$ cat config.mk
export PLATFORM = sky130hd
export DESIGN_NAME = seg7_scan_driver
export DESIGN_NICKNAME = d
export VERILOG_FILES = /design/src/rtl/seg7_scan_driver.sv
export SDC_FILE = /design/constraint.sdc
export NUM_CORES = 1
export LEC_CHECK = 0
export ABC_AREA = 0
export CORE_MARGIN = 2
export CORE_UTILIZATION = 40
export CTS_CLUSTER_SIZE = 28
export DETAILED_ROUTE_END_ITERATION = 8
export SETUP_SLACK_MARGIN = 0.15
export SYNTH_ARGS = -nofsm -noshare
export SYNTH_HDL_FRONTEND = slang
export SYNTH_SLANG_ARGS = --single-unit
$ cat constraint.sdc
create_clock -name clk -period 5 [get_ports clk]
set_input_delay 0.5 -clock clk [delete_from_list [all_inputs] [get_ports clk]]
set_output_delay 0.5 -clock clk [all_outputs]
set_load 0.005 [all_outputs]
$ cat src/rtl/seg7_scan_driver.sv
// Time-multiplexed driver for an 8-digit common-anode 7-segment module: frame-coherent capture, inter-digit blanking, hex decode.
// Optional build macro SEG7_LEADING_ZERO_BLANK_EN suppresses leading zero digits at capture.
module seg7_scan_driver #(
    parameter int REFRESH_DIV  = 50000,
    parameter int BLANK_CYCLES = 64
) (
    input  logic        clk,
    input  logic        rst,
    input  logic [31:0] display,
    input  logic [7:0]  displayEnable,
    output logic [7:0]  an,
    output logic [6:0]  seg,
    output logic        dp,
    output logic        o_dbg_state
);

    localparam int MAXC = (REFRESH_DIV > BLANK_CYCLES) ? REFRESH_DIV : BLANK_CYCLES;
    localparam int CW   = (MAXC > 1) ? $clog2(MAXC) : 1;
    localparam logic [CW-1:0] BLANK_LAST = CW'(BLANK_CYCLES - 1);
    localparam logic [CW-1:0] SHOW_LAST  = CW'(REFRESH_DIV - 1);

    typedef enum logic [0:0] {
        BLANK = 1'b0,
        SHOW  = 1'b1
    } state_t;

    state_t          r_state;
    logic [2:0]      r_idx;
    logic [CW-1:0]   r_cnt;
    logic [31:0]     r_snap_data;
    logic [7:0]      r_snap_en;
    logic [7:0]      r_an;
    logic [6:0]      r_seg;

    logic [7:0]      w_cap_en;
    logic [31:0]     w_src_data;
    logic [7:0]      w_src_en;
    logic [3:0]      w_nib;
    logic            w_lit;

    function automatic logic [6:0] hex_to_seg(input logic [3:0] v);
        case (v)
            4'h0: hex_to_seg = 7'h40;
            4'h1: hex_to_seg = 7'h79;
            4'h2: hex_to_seg = 7'h24;
            4'h3: hex_to_seg = 7'h30;
            4'h4: hex_to_seg = 7'h19;
            4'h5: hex_to_seg = 7'h12;
            4'h6: hex_to_seg = 7'h02;
            4'h7: hex_to_seg = 7'h78;
            4'h8: hex_to_seg = 7'h00;
            4'h9: hex_to_seg = 7'h10;
            4'hA: hex_to_seg = 7'h08;
            4'hB: hex_to_seg = 7'h03;
            4'hC: hex_to_seg = 7'h46;
            4'hD: hex_to_seg = 7'h21;
            4'hE: hex_to_seg = 7'h06;
            default: hex_to_seg = 7'h0E;
        endcase
    endfunction

`ifdef SEG7_LEADING_ZERO_BLANK_EN
    logic [7:0] w_lz;
    logic       w_zero_run;

    // Walk down from the top digit; a digit is blanked while everything above it is zero too.
    always_comb begin
        w_lz       = 8'h00;
        w_zero_run = 1'b1;
        for (int d = 7; d >= 1; d--) begin
            w_zero_run = w_zero_run && (display[4*d +: 4] == 4'h0);
            w_lz[d]    = w_zero_run;
        end
    end

    assign w_cap_en = displayEnable & ~w_lz;
`else
    assign w_cap_en = displayEnable;
`endif

    // Digit 0 decodes straight from the values being captured on this edge.
    assign w_src_data = (r_idx == 3'd0) ? display  : r_snap_data;
    assign w_src_en   = (r_idx == 3'd0) ? w_cap_en : r_snap_en;
    assign w_nib      = w_src_data[{r_idx, 2'b00} +: 4];
    assign w_lit      = w_src_en[r_idx];

    always_ff @(posedge clk) begin
        if (!rst) begin
            r_state     <= BLANK;
            r_idx       <= 3'd0;
            r_cnt       <= '0;
            r_snap_data <= 32'h0;
            r_snap_en   <= 8'h00;
            r_an        <= 8'hFF;
            r_seg       <= 7'h7F;
        end else begin
            case (r_state)
                BLANK: begin
                    if (r_cnt == BLANK_LAST) begin
                        r_cnt   <= '0;
                        r_state <= SHOW;
                        if (r_idx == 3'd0) begin
                            r_snap_data <= display;
                            r_snap_en   <= w_cap_en;
                        end
                        r_an  <= w_lit ? ~(8'b1 << r_idx) : 8'hFF;
                        r_seg <= w_lit ? hex_to_seg(w_nib) : 7'h7F;
                    end else begin
                        r_cnt <= r_cnt + 1'b1;
                    end
                end
                SHOW: begin
                    if (r_cnt == SHOW_LAST) begin
                        r_cnt   <= '0;
                        r_state <= BLANK;
                        r_an    <= 8'hFF;
                        r_seg   <= 7'h7F;
                        r_idx   <= r_idx + 3'd1;
                    end else begin
                        r_cnt <= r_cnt + 1'b1;
                    end
                end
                default: r_state <= BLANK;
            endcase
        end
    end

    assign an          = r_an;
    assign seg         = r_seg;
    assign dp          = 1'b1;
    assign o_dbg_state = r_state;

endmodule
==> flow_metrics.env, run 1 <==
export IMPL_hold_viol=0
export IMPL_drc=0
export IMPL_fin_cells=612
export IMPL_grt_pass1_wl_microns=14200
export IMPL_initial_core_util_pct=40.6
export IMPL_synth_nets=483
export IMPL_synth_ff_type="dfxtp_1"
export IMPL_netlist_area_sq_mm=0.00392
export IMPL_dieArea_sq_mm=0.0106
export IMPL_die_x_microns=103
export IMPL_ys_ff_latch=75
export IMPL_cts_tree="yes"
export IMPL_p_leak_uw=0.00173
export IMPL_busiest_layer="met2"
export IMPL_vdd_ir_drop_max_uv=103
export IMPL_die_h_microns=103
export IMPL_grt_use_total_pct=17.3
export IMPL_setup_viol=0
export IMPL_grt_max_degree=43
export IMPL_post_cts_setup_buffers=0
export IMPL_wl_microns=8600
export IMPL_clk_pin_slew_ns=0.08
export IMPL_worstPathMaxFanout=16
export IMPL_synthTopCellsByArea="dfxtp_1, nand2_1, mux4_1"
export IMPL_pre_cts_slack_ns=1.26
export IMPL_antenna_found_initial=0
export IMPL_power_per_cell_area_mw_per_mm2=250
export IMPL_grt_pass1_vias=2895
export IMPL_avgSynthCellArea_sq_um=9.15
export IMPL_drtIter0Drc=99
export IMPL_met1_usage_pct=24.0
export IMPL_grt_ovfl_total=0
export IMPL_place_area_sq_mm=0.00450
export IMPL_post_drt_wl_per_cell_microns=14.1
export IMPL_relSlewSlack_pct=36.3
export IMPL_p_int_uw=919
export IMPL_finalWeightedCongestion=0.779
export IMPL_period_needed_ns=3.76
export IMPL_row_count=36
export IMPL_synth_common_cells="nand2_1, dfxtp_1, nor2_1"
export IMPL_clock_fmax_ghz=0.266
export IMPL_yosysTopAreaCellShare_pct=38.3
export IMPL_grtUsageMet2_pct=26.4
export IMPL_root_buffer="clkbuf_8"
export IMPL_synth_seq_area_share_pct=38.3
export IMPL_cts_resized=0
export IMPL_yosys_warnings=0
export IMPL_setup_tns_ns=0
export IMPL_status="completed"
export IMPL_cp_arrival_ns=3.99
export IMPL_htree_levels=3
export IMPL_cts_sinks=75
export IMPL_setup_ws_ns=1.24
export IMPL_antenna_left=0
export IMPL_required_ns=5.24
export IMPL_postCtsHoldBufs=0
export IMPL_swShare_pct=22.0
export IMPL_rsz0062_at_grt="false"
export IMPL_firstDrtPassIters=4
export IMPL_cts_made_buffers=9
export IMPL_worstMarginPinSlew_ns=0.954
export IMPL_final_setup_skew_ns=0.00726
export IMPL_maxCapViolCount=0
export IMPL_insertion_delay_ns=0.35
export IMPL_core_area_sq_mm=0.00964
export IMPL_p_seq_share_pct=51.0
export IMPL_nFillCells=949
export IMPL_post_route_util_pct=48.9
export IMPL_p_comb_share_pct=7.3
export IMPL_yosysUniqueCellTypes=57
export IMPL_cp_end_kind="flop"
export IMPL_globalRouteMet3Util_pct=3.32
export IMPL_ff_latch_area_sq_mm=0.00150
export IMPL_synth_edf_count=0
export IMPL_area_growth_syn_to_layout_pct=20.3
export IMPL_yosys_area_top_type="dfxtp_1"
export IMPL_worst_setup_path_start_kind="flop"
export IMPL_crit_type="reg2reg"
export IMPL_syn_inst=428
export IMPL_drv_slew=0
export IMPL_clockPowerShare_pct=41.7
export IMPL_nets=529
export IMPL_port_buffers=57
export IMPL_synth_most_common_cell="nand2_1"
export IMPL_diodes=0
export IMPL_multi_input_comb_area_sq_mm=0.00219
export IMPL_postLayoutCellArea_sq_mm=0.00471
export IMPL_ios=59
export IMPL_hpwl_microns=5990
export IMPL_clk_path_buf_depth=2
export IMPL_min_path_type="reg2reg"
export IMPL_switchingPower_uw=258
export IMPL_dp_cells=596
export IMPL_avgViaCountPerCell=5.01
export IMPL_vias=3064
export IMPL_drive_gt1_share_pct=8.56
export IMPL_synth_async_sr_flop_share_pct=0
export IMPL_finalCritPeriodShare_pct=75.1
-- layout by cell type, fill, tap and decap left out, types with 3 or more instances in the layout --
| cell type | instances |
|---|---|
| nor2_1 | 35 |
| a21oi_1 | 19 |
| xor2_1 | 5 |
| nor2b_1 | 3 |
| a21boi_0 | 23 |
| nand2b_1 | 3 |
| and3_1 | 4 |
| or3_1 | 3 |
| nand3_1 | 10 |
| clkdlybuf4s50_1 | 57 |
| o21ai_0 | 3 |
| mux4_1 | 9 |
| inv_1 | 10 |
| dfxtp_1 | 75 |
| mux2_2 | 5 |
| a31oi_1 | 3 |
| clkbuf_8 | 12 |
| and2_1 | 4 |
| buf_4 | 5 |
| ha_1 | 13 |
| xnor2_1 | 10 |
| nand2_1 | 94 |
| nor3_1 | 5 |
| mux2i_1 | 13 |
| a21boi_1 | 14 |
-- critical path: stages, from the launching register on --
cell and delay, ns:
dfxtp_1 0.52, inv_1 0.35, ha_1 0.58, nor2b_4 0.49
mux2i_1 0.12, mux4_2 0.51, mux2i_4 0.24, inv_1 0.13
ha_1 0.21, mux2_2 0.26, mux2i_1 0.14, a21oi_1 0.08
-- state kept, by name, summed over array words and instances, names as in the netlist --
signal and count:
seg 7, r_snap_en 8, r_snap_data 32, o_dbg_state 1
r_idx 3, an 8, r_cnt 16
-- area by class of cell --
| class | count | area share (%) |
|---|---|---|
| Clock buffer | 12 | 3.51 |
| Clock inverter | 4 | 1.01 |
| Inverter | 10 | 0.797 |
| Multi-Input combinational cell | 316 | 46.4 |
| Sequential cell | 75 | 31.9 |
| Tap cell | 133 | 3.53 |
| Timing Repair Buffer | 62 | 12.9 |
-- cells by family (layout without fill, tap and decap cells) --
family	count (synthesis)	count (layout)	synth area share, %
compound gates	79	79	14.5
other cells	1	1	0.0957
xor+xnor	15	15	3.35
flops	75	75	38.3
fa+ha+maj	13	13	4.15
simple gates	177	177	20.8
mux	31	31	12.8
buf+inv	37	88	5.94
-- metal layers --
| layer | wire length [microns] | part of all wire [%] | up-vias |
|---|---|---|---|
| met5 | 0 | 0 | - |
| met4 | 211 | 2.5 | 0 |
| met3 | 468 | 5.4 | 14 |
| met2 | 3790 | 44 | 73 |
| met1 | 4130 | 48 | 1418 |
| li1 | - | - | 1559 |
-- path summary, 6_finish.rpt --
| kind | from | end | slack [ns] | cells after the start |
|---|---|---|---|---|
| worst min register to register | r_snap_data[28]$_SDFFE_PN0P_ | r_snap_data[28]$_SDFFE_PN0P_ | 0.45 | 2 |
| worst max-delay path | r_idx[0]$_SDFFE_PN0P_ | seg[3]$_SDFFE_PN1P_ | 1.24 | 11 |
| worst max register to register | r_idx[0]$_SDFFE_PN0P_ | seg[3]$_SDFFE_PN1P_ | 1.24 | 11 |
| worst min-delay path | r_snap_data[28]$_SDFFE_PN0P_ | r_snap_data[28]$_SDFFE_PN0P_ | 0.45 | 2 |
-- power groups by stage --
stage	Clock, uW	Sequential (uW)	Combinational (uW)
6_report	491	600	86.4
5_1_grt	530	600	93.8
4_1_cts	508	600	87.3
3_5_place_dp	0	614	86.7
3_3_place_gp	0	614	86.3
2_1_floorplan	0	614	42.4
-- stage by stage --
step                hold slack, ns  total power [uW]
CTS                          0.452              1200
finish                       0.454              1180
global placement             0.434               700
floorplan                    0.418               656
global route                 0.473              1220
detailed placement           0.441               701
(Power assumes the default switching activity.)
==> inputs of run 2 (changes only) <==
==> constraint.sdc (replaced) <==
create_clock -name clk -period 3 [get_ports clk]
set_input_delay 0.3 -clock clk [delete_from_list [all_inputs] [get_ports clk]]
set_output_delay 0.3 -clock clk [all_outputs]
set_load 0.005 [all_outputs]
==> run 2 against run 1 <==
  * Clock power up 75%
  * Highest routed layer unchanged
  * First-iteration DRC count is 25% higher
  * Non-clock buffer count up 8
  * Sequential power grew 67%
  * Register-to-register slack worse by 0.89 ns
==> flow_metrics.env, run 2 (synthesized netlist as in run 1, its figures left out) <==
export IMPL_status="completed"
export IMPL_reg_largest_list="r_snap_data x32, r_cnt x16"
export IMPL_final_common_cell="nand2_1"
export IMPL_path_buf_inv=3
export IMPL_finalCritPeriodShare_pct=88.1
export IMPL_grt_pass1_vias=2923
export IMPL_drtIter0Drc=124
export IMPL_fin_cells=620
export IMPL_post_drt_wl_per_cell_microns=14.3
export IMPL_worstPathMaxFanout=12
export IMPL_clock_fmax_ghz=0.378
export IMPL_die_x_microns=103
export IMPL_cp_top_family="multiplexers"
export IMPL_htree_levels=3
export IMPL_row_count=36
export IMPL_crit_type="reg2reg"
export IMPL_hold_viol=0
export IMPL_cp_cell_sequence="inv_1, ha_2, nor2b_4, buf_12, mux2i_1, mux4_2, mux2i_4, inv_2, ha_1, mux2_2, mux2i_1, a21oi_1"
export IMPL_cts_tree="yes"
export IMPL_grt_use_total_pct=17.8
export IMPL_dieArea_sq_mm=0.0106
export IMPL_cp_end_kind="flop"
export IMPL_place_area_sq_mm=0.00455
export IMPL_final_setup_skew_ns=0.00914
export IMPL_port_buffers=57
export IMPL_ios=59
export IMPL_ff_latch_area_sq_mm=0.00150
export IMPL_wl_microns=8860
export IMPL_postLayoutCellArea_sq_mm=0.00480
export IMPL_cts_sinks=75
export IMPL_die_h_microns=103
export IMPL_grtUsageMet2_pct=27.8
export IMPL_initial_core_util_pct=40.6
export IMPL_postCtsHoldBufs=0
export IMPL_grt_pass1_wl_microns=14600
export IMPL_setup_viol=0
export IMPL_dp_cells=602
export IMPL_clk_path_buf_depth=2
export IMPL_crit_top_cell="mux2i_1"
export IMPL_hpwl_microns=6070
export IMPL_slowest_delay_ns=0.49
export IMPL_clk_pin_slew_ns=0.09
export IMPL_worstMarginPinSlew_ns=0.866
export IMPL_crit_slowest_cell="mux4_2"
export IMPL_grt_ovfl_total=0
export IMPL_largest_register_ffs=32
export IMPL_drv_slew=0
export IMPL_cp_arrival_ns=2.88
export IMPL_rsz0062_at_grt="false"
export IMPL_antenna_left=0
export IMPL_drive_gt1_share_pct=10.9
export IMPL_grt_max_degree=42
export IMPL_power_per_cell_area_mw_per_mm2=418
export IMPL_drc=0
export IMPL_regMostFlops="r_snap_data"
export IMPL_finalWeightedCongestion=0.756
export IMPL_nFillCells=954
export IMPL_period_needed_ns=2.64
export IMPL_firstDrtPassIters=4
export IMPL_antenna_found_initial=0
export IMPL_relSlewSlack_pct=41.9
export IMPL_setup_tns_ns=0
export IMPL_diodes=0
export IMPL_required_ns=3.24
export IMPL_met1_usage_pct=24.7
export IMPL_maxCapViolCount=0
export IMPL_area_growth_syn_to_layout_pct=22.5
export IMPL_p_leak_uw=0.00176
export IMPL_cts_made_buffers=9
export IMPL_multi_input_comb_area_sq_mm=0.00219
export IMPL_core_area_sq_mm=0.00964
export IMPL_avgViaCountPerCell=4.97
export IMPL_worst_setup_path_start_kind="flop"
export IMPL_busiest_layer="met2"
export IMPL_insertion_delay_ns=0.35
export IMPL_vias=3083
export IMPL_min_path_type="reg2reg"
export IMPL_root_buffer="clkbuf_8"
export IMPL_vdd_ir_drop_max_uv=200
export IMPL_nets=537
export IMPL_final_cell_mix="nand2_1, dfxtp_1, clkdlybuf4s50_1"
export IMPL_globalRouteMet3Util_pct=3.59
==> run 2: power breakdown <==
group          leakage [uW]  switching [uW]  internal (uW)  total, uW
Combinational       0.00105            61.0           84.2        145
Clock              0.000106             389            470        859
Sequential         0.000606            2.28            998       1000
==> run 2: area by class of cell <==
cell class / count / area share, %
clock buffer: 10 / 2.66
tap: 133 / 3.47
multi-input combinational: 316 / 45.7
timing repair buffer: 70 / 14.2
sequential: 75 / 31.3
inverter: 10 / 0.782
clock inverter: 6 / 1.88
==> run 2: worst paths after layout <==
| check | slack [ns] | end | depth (start not counted) | start |
|---|---|---|---|---|
| setup reg to reg | 0.36 | seg[3]$_SDFFE_PN1P_ | 12 | r_idx[1]$_SDFFE_PN0P_ |
| setup / recovery | 0.36 | seg[3]$_SDFFE_PN1P_ | 12 | r_idx[1]$_SDFFE_PN0P_ |
| hold / removal | 0.44 | r_snap_data[14]$_SDFFE_PN0P_ | 2 | r_snap_data[14]$_SDFFE_PN0P_ |
| hold reg to reg | 0.44 | r_snap_data[14]$_SDFFE_PN0P_ | 2 | r_snap_data[14]$_SDFFE_PN0P_ |
==> run 2: through the flow <==
stage	setup slack, ns	hold slack [ns]	util (%)	power, uW
6_report	0.356	0.445	49.8	2000
5_1_grt	0.230	0.469	49.8	2080
4_1_cts	0.208	0.448	49.5	2030
3_5_place_dp	0.244	0.438	47.2	1170
3_3_place_gp	0.351	0.432	47.2	1170
2_1_floorplan	0.161	0.418	-	1090
==> run 2: routing by layer <==
layer	routed length, microns	vias to the layer above
li1	-	1573
met2	4050	52
met5	0	-
met4	79	0
met3	321	7
met1	4410	1451
==> run 2: tightest hold or removal path: stages, from the launching register on <==
cell and delay [ns]:
dfxtp_1 0.31, nand2_1 0.05, a21boi_1 0.04
==> run 2: timing repair <==
action	in CTS	in global routing
buffers inserted	0	2
resized for setup	0	1
setup endpoints to repair	0	6
